## config.mk

```make
export PLATFORM = sky130hd
export DESIGN_NAME = ehgu_fifo_sc
export DESIGN_NICKNAME = d
export VERILOG_FILES = /design/src/rtl/ehgu_fifo_sc.sv
export SDC_FILE = /design/constraint.sdc
export NUM_CORES = 1
export LEC_CHECK = 0
export CORE_AREA = 5 5 129 101
export CTS_CLUSTER_DIAMETER = 60
export DETAILED_ROUTE_END_ITERATION = 6
export DIE_AREA = 0 0 134 106
export PLACE_DENSITY = 0.73
export REMOVE_ABC_BUFFERS = 1
export SLEW_MARGIN = 20
export SYNTH_ARGS = -nofsm -noshare
export SYNTH_HDL_FRONTEND = slang
export SYNTH_SLANG_ARGS = --single-unit
```

## constraint.sdc

```tcl
create_clock -name clk0 -period 8.45 [get_ports clk0]
set_clock_uncertainty 0.05 [all_clocks]
set_input_delay 1.69 -clock clk0 [delete_from_list [all_inputs] [get_ports clk0]]
set_output_delay 1.69 -clock clk0 [all_outputs]
set_load 0.05 [all_outputs]
```

## src/rtl/ehgu_fifo_sc.sv

```systemverilog
// Single-clock FIFO with level, almost/full/empty flags, sticky error flags,
// synchronous flush, operation enable and selectable registered-read / FWFT output.
module ehgu_fifo_sc #(
   parameter int unsigned WIDTH    = 8,
   parameter int unsigned DEPTH    = 16,
   parameter int unsigned AF_LEVEL = DEPTH - 2,
   parameter int unsigned AE_LEVEL = 2,
   parameter int unsigned FWFT     = 0,
   localparam int unsigned CW      = $clog2(DEPTH + 1)
) (
   input  logic             clk0,
   input  logic             rstn,
   input  logic             en,
   input  logic             clr,
   input  logic             err_clr,
   input  logic             din_valid,
   input  logic [WIDTH-1:0] din,
   input  logic             dout_ready,
   output logic             dout_valid,
   output logic [WIDTH-1:0] dout,
   output logic [CW-1:0]    level,
   output logic             full,
   output logic             empty,
   output logic             almost_full,
   output logic             almost_empty,
   output logic             overflow,
   output logic             underflow
);

   localparam int unsigned AW = $clog2(DEPTH);

   logic [WIDTH-1:0] mem_q [DEPTH];

   logic [AW-1:0]    wptr_q, wptr_d;
   logic [AW-1:0]    rptr_q, rptr_d;
   logic [CW-1:0]    level_q, level_d;
   logic [WIDTH-1:0] dout_q, dout_d;
   logic             dout_valid_q, dout_valid_d;
   logic             overflow_q, overflow_d;
   logic             underflow_q, underflow_d;

   logic full_c, empty_c;
   logic push_ok_c, push_rej_c, pop_ok_c, pop_empty_c;
   logic [WIDTH-1:0] rd_data_c;

   assign full_c    = (level_q == CW'(DEPTH));
   assign empty_c   = (level_q == '0);
   assign rd_data_c = mem_q[rptr_q];

   // Events qualified by enable; flush overrides every transfer and error event
   assign push_ok_c   = en & ~clr & din_valid & ~full_c;
   assign push_rej_c  = en & ~clr & din_valid & full_c;
   assign pop_ok_c    = en & ~clr & dout_ready & ~empty_c;
   assign pop_empty_c = (FWFT == 0) & en & ~clr & dout_ready & empty_c;

   always_comb begin
      wptr_d       = wptr_q;
      rptr_d       = rptr_q;
      level_d      = level_q;
      dout_d       = dout_q;
      dout_valid_d = 1'b0;
      overflow_d   = overflow_q & ~err_clr;
      underflow_d  = underflow_q & ~err_clr;

      if (clr) begin
         wptr_d  = '0;
         rptr_d  = '0;
         level_d = '0;
      end else begin
         if (push_ok_c) begin
            wptr_d = (wptr_q == AW'(DEPTH - 1)) ? '0 : wptr_q + AW'(1);
         end
         if (pop_ok_c) begin
            rptr_d       = (rptr_q == AW'(DEPTH - 1)) ? '0 : rptr_q + AW'(1);
            dout_d       = rd_data_c;
            dout_valid_d = 1'b1;
         end
         if (push_ok_c && !pop_ok_c) begin
            level_d = level_q + CW'(1);
         end else if (pop_ok_c && !push_ok_c) begin
            level_d = level_q - CW'(1);
         end
      end

      // A same-cycle error event beats err_clr
      if (push_rej_c) begin
         overflow_d = 1'b1;
      end
      if (pop_empty_c) begin
         underflow_d = 1'b1;
      end
   end

   always_ff @(posedge clk0 or negedge rstn) begin
      if (!rstn) begin
         wptr_q       <= '0;
         rptr_q       <= '0;
         level_q      <= '0;
         dout_q       <= '0;
         dout_valid_q <= 1'b0;
         overflow_q   <= 1'b0;
         underflow_q  <= 1'b0;
      end else begin
         wptr_q       <= wptr_d;
         rptr_q       <= rptr_d;
         level_q      <= level_d;
         dout_q       <= dout_d;
         dout_valid_q <= dout_valid_d;
         overflow_q   <= overflow_d;
         underflow_q  <= underflow_d;
      end
   end

   // Storage array is intentionally left unreset
   always_ff @(posedge clk0) begin
      if (push_ok_c) begin
         mem_q[wptr_q] <= din;
      end
   end

   assign level        = level_q;
   assign full         = full_c;
   assign empty        = empty_c;
   assign almost_full  = (level_q >= CW'(AF_LEVEL));
   assign almost_empty = (level_q <= CW'(AE_LEVEL));
   assign overflow     = overflow_q;
   assign underflow    = underflow_q;
   assign dout_valid   = (FWFT != 0) ? ~empty_c  : dout_valid_q;
   assign dout         = (FWFT != 0) ? rd_data_c : dout_q;

endmodule

```

### Word level (Yosys, flattened, before mapping)

Memory sizes are Yosys's and may differ from the RTL's. A register that Yosys moved wholly into a read port is not among the register bits.
Cells that the tools add are included.

| cells by class | value |
|---|---|
| $add $sub $neg | 4 |
| magnitude comparators | 2 |
| eq/ne operators | 3 |
| multiplexer cells | 15 |
| bitwise gates (word level) | 13 |
| reductions and logical operators | 10 |

Operator list:

| kind | number |
|---|---|
| 4-bit two-way mux | 6 |
| 5-bit two-way mux | 3 |
| 1-bit AND | 9 |
| 4-bit by 1-bit adder with 4-bit output (second input constant) | 2 |
| 4-bit == test (second input constant) | 2 |
| 1-bit two-way mux | 6 |
| 5-bit by 1-bit adder with 5-bit output (second input constant) | 1 |
| 5-bit == test (second input constant) | 1 |
| 5-bit by 4-bit >= comparator with 1-bit output (second input constant) | 1 |
| 5-bit by 2-bit less-or-equal comparator with 1-bit output (second input constant) | 1 |
| 5-bit zero test | 1 |
| 5-bit by 1-bit subtractor with 5-bit output (second input constant) | 1 |
| 1-bit inverter | 4 |
| 2-bit nonzero test | 2 |
| 1-bit zero test | 3 |
| 3-bit nonzero test | 1 |
| 1-bit logical AND | 2 |
| 2-bit AND reduction | 1 |

| storage, ports and cells | value |
|---|---|
| register bits | 16 |
| RAM bits | 128 |
| bits of input ports | 15 |
| output and inout bits | 20 |
| word-level logic and storage cells | 54 |
| memories kept | 1 |

Memories:

| name | words | width | read ports | clocked after Yosys merged registers in | write ports | RTL line | source |
|---|---|---|---|---|---|---|---|
| mem_q | 16 | 8 | 1 | 1 | 1 | 32 | `logic [WIDTH-1:0] mem_q [DEPTH];` |

### Depth between registers and ports, before layout

| depth | value |
|---|---|
| depth after elaboration | 9 |
| depth in mapped cells | 12 |
| gate-level depth less buffers | 9 |

### Worst setup path after synthesis

OpenSTA, ideal clock, no wires.

| path | value |
|---|---|
| kind | input-to-reg |
| start point | in clr |
| end point | reg level_q[4], in the netlist level[4] |
| library setup time | 0.124 ns |
| data arrival time | 3.621 ns |
| required time | 8.276 ns |
| path slack | 4.656 ns |
| stages | 11 |
| buffers on the path | 2 |
| path through | nand3b_1 a21o_1 buf_6 clkbuf_1 nand2_1 fa_1 a21o_1 a21oi_1 and3_1 o21ai_0 o21bai_1 |

| on the way | value |
|---|---|
| cells in the longest elaborated chain, start to end | 8 |
| elaborated cells on any way between the ends | 13 |
| classes of those cells | mux (2); bitwise (6); reduce/logical (5) |

Ends and longest elaborated chain:

| item | RTL line | source |
|---|---|---|
| from (decl) | 14 | `input logic clr,` |
| 1-bit inverter | 51, 53 |  |
| 1-bit AND | 51, 53 |  |
| 1-bit AND (2 in a row) | 53 | `assign pop_ok_c = en & ~clr & dout_ready & ~empty_c;` |
| 1-bit zero test | 78 | `if (push_ok_c && !pop_ok_c) begin` |
| 1-bit logical AND | 78 |  |
| 5-bit two-way mux | 78 |  |
| 5-bit two-way mux | 65 | `if (clr) begin` |
| to (signal assigned) | 106 | `level_q <= level_d;` |
| to (decl) | 36 | `logic [CW-1:0] level_q, level_d;` |

Parallel ways exist; a longest one is shown, timed or not.
A chain may end at the register's enable or synchronous reset.

### Worst setup path in the final report

Ends and elaborated chain as after synthesis.

==> qor.csv <==
stage,metric,value,unit
status,outcome,completed,
power,Sw Ratio,29.3,%
finish,Reg area,0.00445,sq mm
place,"worst slack, placed",3.46,ns
logic_synthesis,syn_area_per_cell,18.6,sq um
timing,Worst Tran Pin Value,0.697,ns
power,Lkg Pwr,2.43,nW
route,Initial DRC Count,305,
cts,CTS tree,built,
power,sequential power share,42.8,%
logic_synthesis,post-synthesis async set-or-reset flop share,15.8,%
worst_setup_path,cell with the largest stage delay on the worst path,clkdlybuf4s50_1,
cts,H-tree depth,4,
logic_synthesis,prevailing post-synth register cell,edfxtp_1,
cts,Root Buffer,clkbuf_16,
cts,worst skew pair latency,0.41,ns
grt,GRT Util Overall,18.9,%
power,peak supply drop,182,uV
place,# port buffers,34,
die,Die Area,0.0142,sq mm
cts,"Setup Fix Bufs, Post-CTS",0,
timing,Highest Clock Rate,217,MHz
finish,filler cell count,814,
logic_synthesis,post-synthesis sequential area ratio,71.4,%
timing,fin. max-slew vios,0,
timing,Final setup viols,0,
run,Max-Cap Viols,0,
logic_synthesis,cell area after synthesis,0.00622,sq mm
timing,slew margin rel.,53.5,%
finish,Diodes inserted,0,
power,Comb pwr share,21.4,%
logic_synthesis,synth unique cells,44,
finish,Final Cell Area,0.00728,sq mm
timing,smallest hold slack,0.473,ns
logic_synthesis,#FFs+latches synth,152,
logic_synthesis,Yosys warnings,0,
route,wire per inst,23.5,microns
route,antenna-violating nets left,0,
worst_setup_path,Critical Path End Type,flip-flop,
power,total net switching power,0.610,mW
route,drt pass-1 iters,4,
finish,fin util,61.8,%
place,Post-DP Area,0.00669,sq mm
power,pwr/cell area,286,mW/mm^2
route,DR vias,3198,
die,core area,0.0118,sq mm
timing,TNS Setup,0,ns
route,Remaining DRCs,0,
cts,"Reg clk slew, reported paths",0.06,ns
worst_setup_path,crit-path cells,"clkdlybuf4s50_1, nand3b_1, a21o_1, nand2_1, fa_1, a21o_1, a21oi_1, and3_1, o21ai_0, o21bai_1",
cts,CTS Buf Count,17,
grt,largest net degree at the start of global routing,38,
timing,unrepaired setup endpoints after global routing,no,
place,placed cell count,504,
power,internal power,1.47,mW
cts,Post-CTS Hold Buffers,0,
grt,initial antenna violation count,0,
min_path,worst hold-check path type,flip-flop to flip-flop,
cts,CTS sink count,152,
finish,fraction of layout cells with a size suffix above 1,19.3,%
die,Die W,134,microns
worst_setup_path,Max stage delay on crit path,0.75,ns
timing,PnR worst setup slack,3.84,ns
worst_setup_path,CP required,8.69,ns
worst_setup_path,CP most frequent cell,a21o_1,
worst_setup_path,crit path kind,input pin to flip-flop,
finish,Multi-input gate area,0.00166,sq mm
cts,CTS Buffer Depth,2,
die,die height,106,microns
timing,Final Hold Fails,0,
logic_synthesis,post-synthesis cell count,334,
finish,fin cells,536,
timing,Final Critical Period,4.61,ns
die,std cell rows,35,
finish,synthesis-to-finish area growth,16.9,%
power,Clock Power Share,35.8,%
worst_setup_path,Worst setup SP type,input pin,
place,GPL Wtd Cong,0.840,
grt,global-route wire length before repair,19.5,mm
route,Total Wirelength,12.6,mm
route,Via-to-Cell Ratio,5.97,
timing,Final period util,54.6,%
grt,vias in the first global route,3315,
finish,Nets,400,
place,HPWL reported at the end of detailed placement,7.65,mm
logic_synthesis,number of synthesized flops with an enable pin,128,
power,power consumption,2.08,mW
die,I/O pin count,35,
worst_setup_path,Crit path arrival time,4.85,ns
worst_setup_path,worst-path fanout max,16,
die,initial cell density of the core,52.8,%
grt,grt ovf,0,
cts,Post-CTS Resized,0,
==> logic make-up (layout without fill, tap and decap cells) <==
logic type | after synthesis | after routing | share of synthesized area [%]
AOI/OAI and AO/OA | 36 | 36 | 4.38
muxes | 50 | 50 | 14.5
buffers and inverters | 23 | 77 | 1.89
and+or+nand+nor | 58 | 58 | 4.97
xor gates and xnor gates | 5 | 5 | 0.704
DFF | 152 | 152 | 71.4
adders and majority gates | 10 | 10 | 2.13
==> final timing paths <==
kind,slack (ns),endpoint,startpoint,depth (start not counted)
max,3.84,level[4]$_DFFE_PN0P_,clr,10
min,0.47,dout[3]$_DFFE_PN0P_,dout[3]$_DFFE_PN0P_,2
max reg2reg,5.23,level[4]$_DFFE_PN0P_,level[1]$_DFFE_PN0P_,9
min reg2reg,0.47,dout[3]$_DFFE_PN0P_,dout[3]$_DFFE_PN0P_,2
max in group asynchronous,6.48,rptr_q[0]$_DFFE_PN0P_,rstn,2
min in group asynchronous,1.59,level[3]$_DFFE_PN0P_,rstn,2
==> layout by cell type, fill, tap and decap left out, types with 2 or more instances in the layout <==
master / Yosys / layout
mux2i_1: 16 / 16
clkinv_1: 0 / 2
nor2b_1: 2 / 2
xor2_1: 4 / 4
ha_1: 9 / 9
a311oi_1: 2 / 2
o22ai_1: 2 / 2
edfxtp_1: 128 / 128
buf_4: 4 / 3
o221ai_1: 8 / 8
clkinvlp_4: 0 / 6
o21ai_0: 4 / 4
nand2_1: 18 / 18
and2_1: 13 / 13
mux4_2: 32 / 32
dfrtp_1: 24 / 22
clkdlybuf4s50_1: 0 / 34
nand3_1: 3 / 3
clkbuf_16: 0 / 17
inv_1: 7 / 7
clkinv_2: 0 / 3
a21o_1: 3 / 3
a21oi_1: 7 / 7
nand3b_1: 2 / 2
mux2_2: 2 / 2
and3_1: 5 / 5
dfrtp_2: 0 / 2
a31o_2: 2 / 2
nor2_1: 6 / 6
nor3_1: 2 / 2
a22o_1: 2 / 2
bufinv_16: 0 / 3
or3_1: 2 / 2
==> per-layer routing <==
metal  vias up  GRT usage (%)  wire length [microns]
met5         -              0                      0
met4         0           6.02                    169
met3        14           4.21                    913
met2        99           29.1                   6090
met1      1666           27.3                   5400
li1       1419              -                      -
==> layout make-up <==
type	instances	area share [%]
Clock inverter	14	2.17
Clock buffer	18	5.90
Sequential cell	152	61.1
Inverter	8	0.481
Timing Repair Buffer	37	4.99
Multi-Input combinational cell	159	22.8
Tap cell	148	2.54
==> critical path, delay by kind of cell <==
family          cells  cell delay, ns
compound gates      5            1.21
buf+inv             1            0.75
simple gates        3            0.73
fa+ha+maj           1            0.48
==> synth_stat cells, types with 2 or more instances <==
master	instances	area, sq um
ha_1	9	113
a22o_1	2	17.5
nand2_1	18	67.6
a311oi_1	2	17.5
nor2_1	6	22.5
o22ai_1	2	12.5
inv_1	7	26.3
or3_1	2	12.5
nand3_1	3	15.0
nor3_1	2	10.0
and3_1	5	31.3
clkbuf_1	5	18.8
o21ai_0	4	20.0
mux2i_1	16	160
mux2_2	2	22.5
buf_4	4	30.0
nor2b_1	2	12.5
dfrtp_1	24	601
a31o_2	2	17.5
a21o_1	3	22.5
nand3b_1	2	15.0
buf_1	2	7.51
edfxtp_1	128	3840
buf_2	3	15.0
mux4_2	32	721
o221ai_1	8	70.1
and2_1	13	81.3
a21oi_1	7	35.0
xor2_1	4	35.0
==> power by group through the flow <==
stage | registers, mW | logic [mW] | clock network [mW]
finish | 0.891 | 0.445 | 0.746
global route | 0.897 | 0.472 | 0.789
CTS | 0.892 | 0.448 | 0.756
detailed placement | 0.908 | 0.445 | 0
global placement | 0.906 | 0.439 | 0
floorplan | 1.01 | 0.192 | 0
==> flip-flops by register name, summed over array words and instances, names as in the netlist <==
register,flops
dout,8
wptr_q,4
dout_valid,1
underflow,1
rptr_q,4
level,5
overflow,1
mem_q,128
Note: power is estimated with default switching activity, not from simulation.
==> RTL edit: new RTL, same flow settings <==
`FWFT`: 0 -> 1.
--- a/src/rtl/ehgu_fifo_sc.sv
+++ b/src/rtl/ehgu_fifo_sc.sv
@@ -5,7 +5,7 @@
    parameter int unsigned DEPTH    = 16,
    parameter int unsigned AF_LEVEL = DEPTH - 2,
    parameter int unsigned AE_LEVEL = 2,
-   parameter int unsigned FWFT     = 0,
+   parameter int unsigned FWFT     = 1,
    localparam int unsigned CW      = $clog2(DEPTH + 1)
 ) (
    input  logic             clk0,
Check against the original RTL: not equivalent (a bounded check fails within 4 cycles, from zero or initial values and one cycle with rstn low).
==> RTL edit against the unedited design <==
Routed wire length is 7.5% lower; sequential power is 8.4% lower; design area is 2.7% lower; sequential share of layout area is 1.5 points lower; power is 2.8% lower; synthesized area is 3.7% lower; global-route usage is 1.5 points lower; sequential cell count is 9 lower; clock power is 2% lower; worst setup slack worse by 290 ps; critical endpoint is now dout[3].
==> RTL edit: results (changes against the unedited design) <==
metric;value;unit;change
First-pass DRT Iterations;5;;+1
Synth area leaders;edfxtp_1 64%, mux4_2 15%, dfrtp_1 6.3%;;
Clock Root Buffer;clkbuf_16;;
peak supply drop;142;uV;-22%
Worst Path Max Fanout;37;;+21
Via density;5.90;;-1.1%
reg2reg path depth;8;;-1
Wirelength per Cell;22.8;microns;-2.9%
sequential-to-total area share from yosys stat;70.4;%;-0.99 points
DP Worst Slack;3520;ps;+60.9 ps
total track usage;17.4;%;-1.5 points
status;completed;;
Worst Path Arrival;3160;ps;-1690 ps
initial antenna violation count;0;;unchanged
Unique masters post-synth;43;;-2.3%
slowest stage delay, CP;720;ps;-30 ps
R2R Path End;level[4]$_DFFE_PN0P_;;
first-pass GRT wire length;17.7;mm;-9.2%
final HPWL from detailed placement;7.01;mm;-8.4%
reg-to-reg startpoint;level[1]$_DFFE_PN0P_;;
nets;375;;-6.3%
vias in the first global route;2944;;-11%
ratio of cells with drive above 1 in the final layout;22.0;%;+2.7 points
Final Critical Period;4900;ps;+287 ps
Slew HR;45.0;%;-8.5 points
setup slack, reg-to-reg;5530;ps;+300 ps
clock-pin slew on the worst setup and hold paths;60;ps;about the same
list of most frequent post-synthesis cells;128 x edfxtp_1, 40 x mux4_2, 15 x dfrtp_1;;
Critical Path Sink;dout[3];;
drt initial violations;295;;-3.3%
ys async rst share;10.5;%;-5.3 points
CP startpoint;rptr_q[0]$_DFFE_PN0P_;;
## RTL edit: worst min path at each step
stage | cells past startpoint | to | slack (ps) | start
after floorplan | 2 | wptr_q[2]$_DFFE_PN0P_ | 510 | wptr_q[2]$_DFFE_PN0P_
after global placement | 1 | underflow$_DFF_PN0_ | 440 | underflow$_DFF_PN0_
after detailed placement | 1 | underflow$_DFF_PN0_ | 460 | underflow$_DFF_PN0_
after CTS | 1 | underflow$_DFF_PN0_ | 480 | underflow$_DFF_PN0_
after global routing | 1 | underflow$_DFF_PN0_ | 480 | underflow$_DFF_PN0_
final | 1 | underflow$_DFF_PN0_ | 470 | underflow$_DFF_PN0_
## RTL edit: routing by layer
layer / vias up / global-route usage [%] / part of all wire, %
met5: - / 0 / 0
li1: 1343 / - / -
met2: 112 / 26.8 / 49
met4: 0 / 6.09 / 1.3
met3: 12 / 5.49 / 6.6
met1: 1547 / 23.7 / 43
## RTL edit: critical path: cells and delay by family, from the launching register on
kind,cells,cell delay [ps]
buffers and inverters,2,1260
DFF,1,330
muxes,2,1110
## RTL edit: logic make-up after synthesis
family	synth area share [%]
flops	70.4
fa+ha+maj	2.21
mux	16.6
buf+inv	1.71
compound gates	2.88
simple gates	5.60
xor+xnor	0.585
## RTL edit: cell type report
class	count	area, sq um
Timing Repair Buffer	40	385
Fill cell	796	4700
Inverter	7	26.3
Sequential cell	143	4220
Tap cell	148	185
Multi-Input combinational cell	141	1670
Clock inverter	4	45.0
Clock buffer	28	549
## RTL edit: where the power goes
group | internal (mW) | switching (mW) | total, mW
sequential | 0.787 | 0.0290 | 0.816
clock | 0.471 | 0.257 | 0.728
combinational | 0.193 | 0.286 | 0.479
## RTL edit: metrics by stage
| stage | area (sq um) | instances | power, mW | utilization (%) |
|---|---|---|---|---|
| after CTS | 7080 | 511 | 2.04 | 60.1 |
| final | 7080 | 511 | 2.02 | 60.1 |
| after global routing | 7080 | 511 | 2.10 | 60.1 |
| after floorplan | 5910 | 291 | 1.17 | - |
| after global placement | 6490 | 479 | 1.30 | 55.1 |
| after detailed placement | 6490 | 479 | 1.31 | 55.1 |
